[src/rtl/wait_arb_pkg.sv]
// rtl/wait_arb_pkg.sv - shared types and constants for the wait arbiter
//
// Contents:
//   wait_arb_state_t        arbiter FSM state encoding
//   WAIT_ARB_MAX_CLIENTS    largest supported client count
//   WAIT_ARB_DEFAULT_WIDTH  default delay value width
package wait_arb_pkg;

    localparam int WAIT_ARB_MAX_CLIENTS   = 16;
    localparam int WAIT_ARB_DEFAULT_WIDTH = 32;

    typedef enum logic [1:0] {
        IDLE  = 2'd0,
        ISSUE = 2'd1,
        WAIT  = 2'd2,
        DONE  = 2'd3
    } wait_arb_state_t;

endpackage

[src/rtl/wait_arb_pick.sv]
// rtl/wait_arb_pick.sv - combinational winner selection for the wait arbiter
//
// Macro WAIT_ARB_FIXED_PRIO_EN: when defined, the lowest-index valid client
// wins and last_grant is ignored; otherwise round-robin starting one past
// last_grant.
//
// Ports:
//   req_valid   in   per-client request vector
//   last_grant  in   index of the most recent grant (round-robin origin)
//   any         out  at least one request is valid
//   winner      out  index of the selected client (0 when none valid)
module wait_arb_pick
    import wait_arb_pkg::*;
#(
    parameter int N_CLIENTS = 4,
    parameter int IDX_W     = $clog2(N_CLIENTS)
) (
    input  logic [N_CLIENTS-1:0] req_valid,
    input  logic [IDX_W-1:0]     last_grant,
    output logic                 any,
    output logic [IDX_W-1:0]     winner
);

    assign any = |req_valid;

`ifdef WAIT_ARB_FIXED_PRIO_EN

    logic unused_last_grant;
    assign unused_last_grant = ^last_grant;

    // Scan from the top down so the lowest valid index is the last write.
    always_comb begin
        winner = '0;
        for (int i = N_CLIENTS - 1; i >= 0; i--) begin
            if (req_valid[i]) begin
                winner = IDX_W'(i);
            end
        end
    end

`else

    logic             found;
    logic [IDX_W-1:0] idx;

    // Visit clients in the order last_grant+1, last_grant+2, ... wrapping
    // modulo N_CLIENTS; last_grant itself is visited last.
    always_comb begin
        winner = '0;
        found  = 1'b0;
        idx    = '0;
        for (int k = 1; k <= N_CLIENTS; k++) begin
            idx = IDX_W'((int'(last_grant) + k) % N_CLIENTS);
            if (!found && req_valid[idx]) begin
                found  = 1'b1;
                winner = idx;
            end
        end
    end

`endif

endmodule

[src/rtl/wait_arbiter.sv]
// rtl/wait_arbiter.sv - shares one wait_cycles engine among N client threads
//
// Macro WAIT_ARB_FIXED_PRIO_EN: selects fixed-priority arbitration instead of
// round-robin (see wait_arb_pick); FSM and timing are the same in both modes.
//
// Ports:
//   clk        in   clock
//   rst        in   synchronous active-high reset
//   req_valid  in   [N_CLIENTS]        per-client request, held until req_ready
//   req_0      in   [N_CLIENTS*WIDTH]  per-client delay, slice i = [i*WIDTH +: WIDTH]
//   req_ready  out  [N_CLIENTS]        one-cycle completion pulse to the owner
//   out_valid  out                     one-cycle request pulse to the wait unit
//   out_0      out  [WIDTH]            delay of the granted request
//   out_ready  in                      completion pulse from the wait unit
module wait_arbiter
    import wait_arb_pkg::*;
#(
    parameter int N_CLIENTS = 4,
    parameter int WIDTH     = WAIT_ARB_DEFAULT_WIDTH
) (
    input  logic                       clk,
    input  logic                       rst,
    input  logic [N_CLIENTS-1:0]       req_valid,
    input  logic [N_CLIENTS*WIDTH-1:0] req_0,
    output logic [N_CLIENTS-1:0]       req_ready,
    output logic                       out_valid,
    output logic [WIDTH-1:0]           out_0,
    input  logic                       out_ready
);

    localparam int IDX_W = $clog2(N_CLIENTS);

    wait_arb_state_t        state_q;
    logic [IDX_W-1:0]       grant_q;
    logic [WIDTH-1:0]       out_0_q;
    logic                   out_valid_q;
    logic [N_CLIENTS-1:0]   req_ready_q;

    logic                   pick_any;
    logic [IDX_W-1:0]       pick_winner;
    logic [IDX_W-1:0]       pick_last;

`ifdef WAIT_ARB_FIXED_PRIO_EN
    assign pick_last = '0;
`else
    // Reset origin is the top index so client 0 is searched first.
    localparam logic [IDX_W-1:0] LAST_GRANT_RESET = IDX_W'(N_CLIENTS - 1);

    logic [IDX_W-1:0]       last_grant_q;
    assign pick_last = last_grant_q;
`endif

    wait_arb_pick #(
        .N_CLIENTS (N_CLIENTS),
        .IDX_W     (IDX_W)
    ) u_pick (
        .req_valid  (req_valid),
        .last_grant (pick_last),
        .any        (pick_any),
        .winner     (pick_winner)
    );

    // req_valid is only looked at in IDLE and out_ready only in WAIT, so a
    // client dropping its request mid-flight or a stray completion cannot
    // disturb the request in progress.
    always_ff @(posedge clk) begin
        if (rst) begin
            state_q      <= IDLE;
            grant_q      <= '0;
            out_0_q      <= '0;
            out_valid_q  <= 1'b0;
            req_ready_q  <= '0;
`ifndef WAIT_ARB_FIXED_PRIO_EN
            last_grant_q <= LAST_GRANT_RESET;
`endif
        end else begin
            case (state_q)
                IDLE: begin
                    if (pick_any) begin
                        grant_q      <= pick_winner;
                        out_0_q      <= req_0[pick_winner*WIDTH +: WIDTH];
                        out_valid_q  <= 1'b1;
`ifndef WAIT_ARB_FIXED_PRIO_EN
                        last_grant_q <= pick_winner;
`endif
                        state_q      <= ISSUE;
                    end
                end
                ISSUE: begin
                    out_valid_q <= 1'b0;
                    state_q     <= WAIT;
                end
                WAIT: begin
                    if (out_ready) begin
                        req_ready_q[grant_q] <= 1'b1;
                        state_q              <= DONE;
                    end
                end
                DONE: begin
                    // Extra cycle lets the owner drop req_valid before the
                    // next IDLE so it is not granted a second time.
                    req_ready_q <= '0;
                    state_q     <= IDLE;
                end
                default: begin
                    state_q <= IDLE;
                end
            endcase
        end
    end

    assign req_ready = req_ready_q;
    assign out_valid = out_valid_q;
    assign out_0     = out_0_q;

endmodule

[config.mk]
export PLATFORM = sky130hd
export DESIGN_NAME = wait_arbiter
export DESIGN_NICKNAME = d
export VERILOG_FILES = /design/src/rtl/wait_arb_pkg.sv /design/src/rtl/wait_arb_pick.sv /design/src/rtl/wait_arbiter.sv
export SDC_FILE = /design/constraint.sdc
export NUM_CORES = 1
export LEC_CHECK = 0
export ABC_CLOCK_PERIOD_IN_PS = 2400
export CAP_MARGIN = 10
export CORE_ASPECT_RATIO = 1.25
export CORE_UTILIZATION = 37
export CTS_BUF_LIST = sky130_fd_sc_hd__clkbuf_4 sky130_fd_sc_hd__clkbuf_8
export DETAILED_ROUTE_END_ITERATION = 6
export GPL_TIMING_DRIVEN = 0
export HOLD_SLACK_MARGIN = 0.1
export PLACE_DENSITY = 0.83
export SYNTH_ARGS = -nofsm -noshare
export SYNTH_HDL_FRONTEND = slang
export SYNTH_HIERARCHICAL = 1
export SYNTH_SLANG_ARGS = --single-unit
[constraint.sdc]
create_clock -name clk -period 2.4 [get_ports clk]
set_input_delay 0.24 -clock clk [delete_from_list [all_inputs] [get_ports clk]]
set_output_delay 0.24 -clock clk [all_outputs]
set_load 0.02 [all_outputs]
==> impl_metrics.ini, run 1 <==
[logic_synthesis]
synth.top_cell.area_share_pct = 33.8
mappedNetlistNets = 393
yosys_register_bits = 43
post_synth_inst_count = 252
synthesis.yosys.warnings = 6
synth_area_leaders = sky130_fd_sc_hd__dfxtp_1 (34%), sky130_fd_sc_hd__mux4_2 (26%), sky130_fd_sc_hd__a21oi_1 (8.3%)
syn-cell-area_um2 = 2540
avgSynthCellArea_um2 = 10.1
yosysUniqueCellTypes = 22
netlist.top_cell.by_area = sky130_fd_sc_hd__dfxtp_1
ys_seq_area_share_pct = 33.8

[detailed_routing]
drt-vias-per-instance = 5.18
detail-route-antenna-nets = 0
sum_of_routed_wire_length_over_all_layers_um = 8160
num_vias = 2677
firstDrtPassIters = 4
wl_per_cell_um = 15.8
drt_iter0_drc = 123
route.detailed.drc = 0

[floorplan]
initial_standard_cell_utilization_of_the_core_pct = 38.5
die_height_um = 94.7
chip_width_um = 76.2
die-area_um2 = 7210
core_area_um2 = 6610
floorplan.rows = 33
ioPinCount = 172

[grt]
gr-usage-all-layers_pct = 22.6
via_count_of_the_first_global_routing_pass = 2709
grt_antenna_before_repair = 0
grt_max_degree = 13
globalRouteOverflowTotal = 0
first_pass_grt_wire_length_um = 12600

[clock_network]
clk-insertion-delay-late_ns = 0.29
cts-buffers-inserted = 5
root_buffer = sky130_fd_sc_hd__clkbuf_8
postCtsSetupRepairBufs = 0
clock_transition_at_the_registers_of_the_reported_paths_ns = 0.08
clock_tree.htree_level_count = 2
post_cts_resized = 0
ctsLongestPathBuffers = 2
clock_tree_from_tritoncts = done
clkSinkCount = 43
hold_buffers = 0

[layout]
fin_nets = 571
final-instance-count-excl-fill = 517
syn2layout_area_growth_pct = 75.0
final_cell_area_um2 = 4450
multi_input_comb_area_um2 = 1500
layout.area.seq_um2 = 861
fillerInstances = 555
fin_util_pct = 67.4
drive_gt1_share_pct = 13.3
n_antenna_cell = 0

[power_and_ir_drop]
finalPower_mw = 4.17
p_leak_nw = 1.66
power.ir.vdd_worst_v = 0.000520
comb_power_share_pct = 61.7
netSwitchingFraction_pct = 39.0
pint_mw = 2.55
power.share.sequential_pct = 27.5
clock_share_of_power_pct = 10.8
p_switching_mw = 1.63
power.density_nw_per_um2 = 938

[sta]
timing.clock.skew_ns = 0.00354
worst_hold_check_slack_ns = 0.457
finalWorstSetupSlack_ns = 0.308
timing.final.setup_violations = 0
slew_viol_final = 0
min_period_over_period_pct = 87.2
relSlewSlack_pct = 69.0
fmax_mhz = 478
grt_setup_unrepaired = false
worst-slew-pin-transition_ns = 0.465
fin_crit_ns = 2.09
finalHoldViolations = 0
final.setup.tns_ns = 0

[placement]
buffer_ports.inserted = 171
post_dp_cell_area_um2 = 4360
gp_congestion = 0.858
setup_slack_after_placement_ns = 0.00593
hpwl_um = 6770
numPlacedInstances = 510

[worst_hold_path]
worst_hold_check_path_type = reg -> reg
worst_hold_path.num_cells = 2

[critical_path]
worstPathMaxFanout = 10
worst_ep_arrival_time_ns = 2.25
ff2ff_path_depth = 7
worst-setup-path-type = in -> reg
critPathMaxStageDelay_ns = 0.54
series_of_cell_instances_along_the_critical_path = clkdlybuf4s50_1, nor2b_1, a21oi_1, o221ai_2, buf_6, buf_12, mux4_2, nand3_1, a21oi_1
crit_required_ns = 2.56
cp-end-kind = flop
setup.worst_path.start_class = input pin
crit_path_top_delay_cell = sky130_fd_sc_hd__mux4_2
critPathMostFrequentCell = sky130_fd_sc_hd__a21oi_1

[flow_run]
maxCapViolCount = 0

[run_status]
run_status = complete, no violations
==> critical path: cells and delay by family <==
kind | cells | cell delay, ns
compound gates | 3 | 0.31
buf+inv | 3 | 0.86
simple gates | 2 | 0.29
mux | 1 | 0.54
==> final timing paths <==
| check | start | end | slack [ns] |
|---|---|---|---|
| hold / removal | out_0[18] | out_0[18] | 0.46 |
| setup reg to reg | last_grant_q[1] | out_0[26] | 0.47 |
| hold reg to reg | out_0[18] | out_0[18] | 0.46 |
| setup / recovery | req_valid[1] | out_0[26] | 0.31 |
==> cells in the final DEF, fill, tap and decap left out <==
master                            count
sky130_fd_sc_hd__a21o_1               2
sky130_fd_sc_hd__a21oi_1             42
sky130_fd_sc_hd__a31oi_1              5
sky130_fd_sc_hd__buf_12               3
sky130_fd_sc_hd__buf_2               15
sky130_fd_sc_hd__buf_6                1
sky130_fd_sc_hd__clkbuf_1             4
sky130_fd_sc_hd__clkbuf_8             6
sky130_fd_sc_hd__clkdlybuf4s50_1    171
sky130_fd_sc_hd__clkinv_2             1
sky130_fd_sc_hd__dfxtp_1             43
sky130_fd_sc_hd__ha_1                 6
sky130_fd_sc_hd__inv_1                6
sky130_fd_sc_hd__mux2_2               1
sky130_fd_sc_hd__mux2i_1              1
sky130_fd_sc_hd__mux4_1               3
sky130_fd_sc_hd__mux4_2              29
sky130_fd_sc_hd__nand2_1             40
sky130_fd_sc_hd__nand2b_1             3
sky130_fd_sc_hd__nand3_1             36
sky130_fd_sc_hd__nor2_1               6
sky130_fd_sc_hd__nor2b_1              2
sky130_fd_sc_hd__nor3_1               2
sky130_fd_sc_hd__o21ai_0              1
sky130_fd_sc_hd__o221ai_2             1
==> flip-flops by register name (all words and copies together) (netlist names) <==
register	cells
out_0	32
req_ready	4
state_q	2
grant_q	2
last_grant_q	2
out_valid	1
==> Yosys cell counts, drive strengths merged <==
cell type / count
dfxtp: 43
a21oi: 42
nand2: 40
nand3: 36
mux4: 32
buf: 19
ha: 6
inv: 6
nor2: 6
a31oi: 5
clkbuf: 4
nand2b: 3
a21o: 2
nor2b: 2
nor3: 2
mux2: 1
mux2i: 1
o21ai: 1
o221ai: 1
==> cell families after synthesis <==
kind of cell | synth area share [%]
mux | 29.6
compound gates | 10.9
fa+ha+maj | 2.95
simple gates | 15.5
buf+inv | 7.23
flops | 33.8
==> per-layer routing <==
metal  track usage [%]  share of wire, %  routed length (um)  vias to the layer above
met5                 0                 0                   0                        -
met2              42.0                55                4500                       96
met1              24.7                37                3020                     1273
met3              5.31               4.7                 381                       23
li1                  -                 -                   -                     1285
met4              9.46               3.2                 261                        0
==> power by group through the flow <==
stage | registers (mW) | logic [mW] | clock network, mW
finish | 1.15 | 2.57 | 0.451
global route | 1.19 | 2.77 | 0.511
CTS | 1.15 | 2.59 | 0.464
detailed placement | 1.17 | 2.58 | 0
global placement | 1.15 | 2.53 | 0
floorplan | 1.42 | 1.34 | 0
==> layout make-up <==
| class | instances | area share, % |
|---|---|---|
| Inverter | 6 | 0.506 |
| Timing Repair Buffer | 171 | 38.4 |
| Multi-Input combinational cell | 180 | 33.7 |
| Buffer | 23 | 3.63 |
| Sequential cell | 43 | 19.3 |
| Tap cell | 87 | 2.45 |
| Clock buffer | 6 | 1.85 |
| Clock inverter | 1 | 0.112 |
(Power assumes the default switching activity.)
==> run 2: changes to the inputs <==
CTS_CLUSTER_DIAMETER = 80   (was not set)
==> results of run 2 <==
Final layout, timing and power as in run 1 (identical DEF).
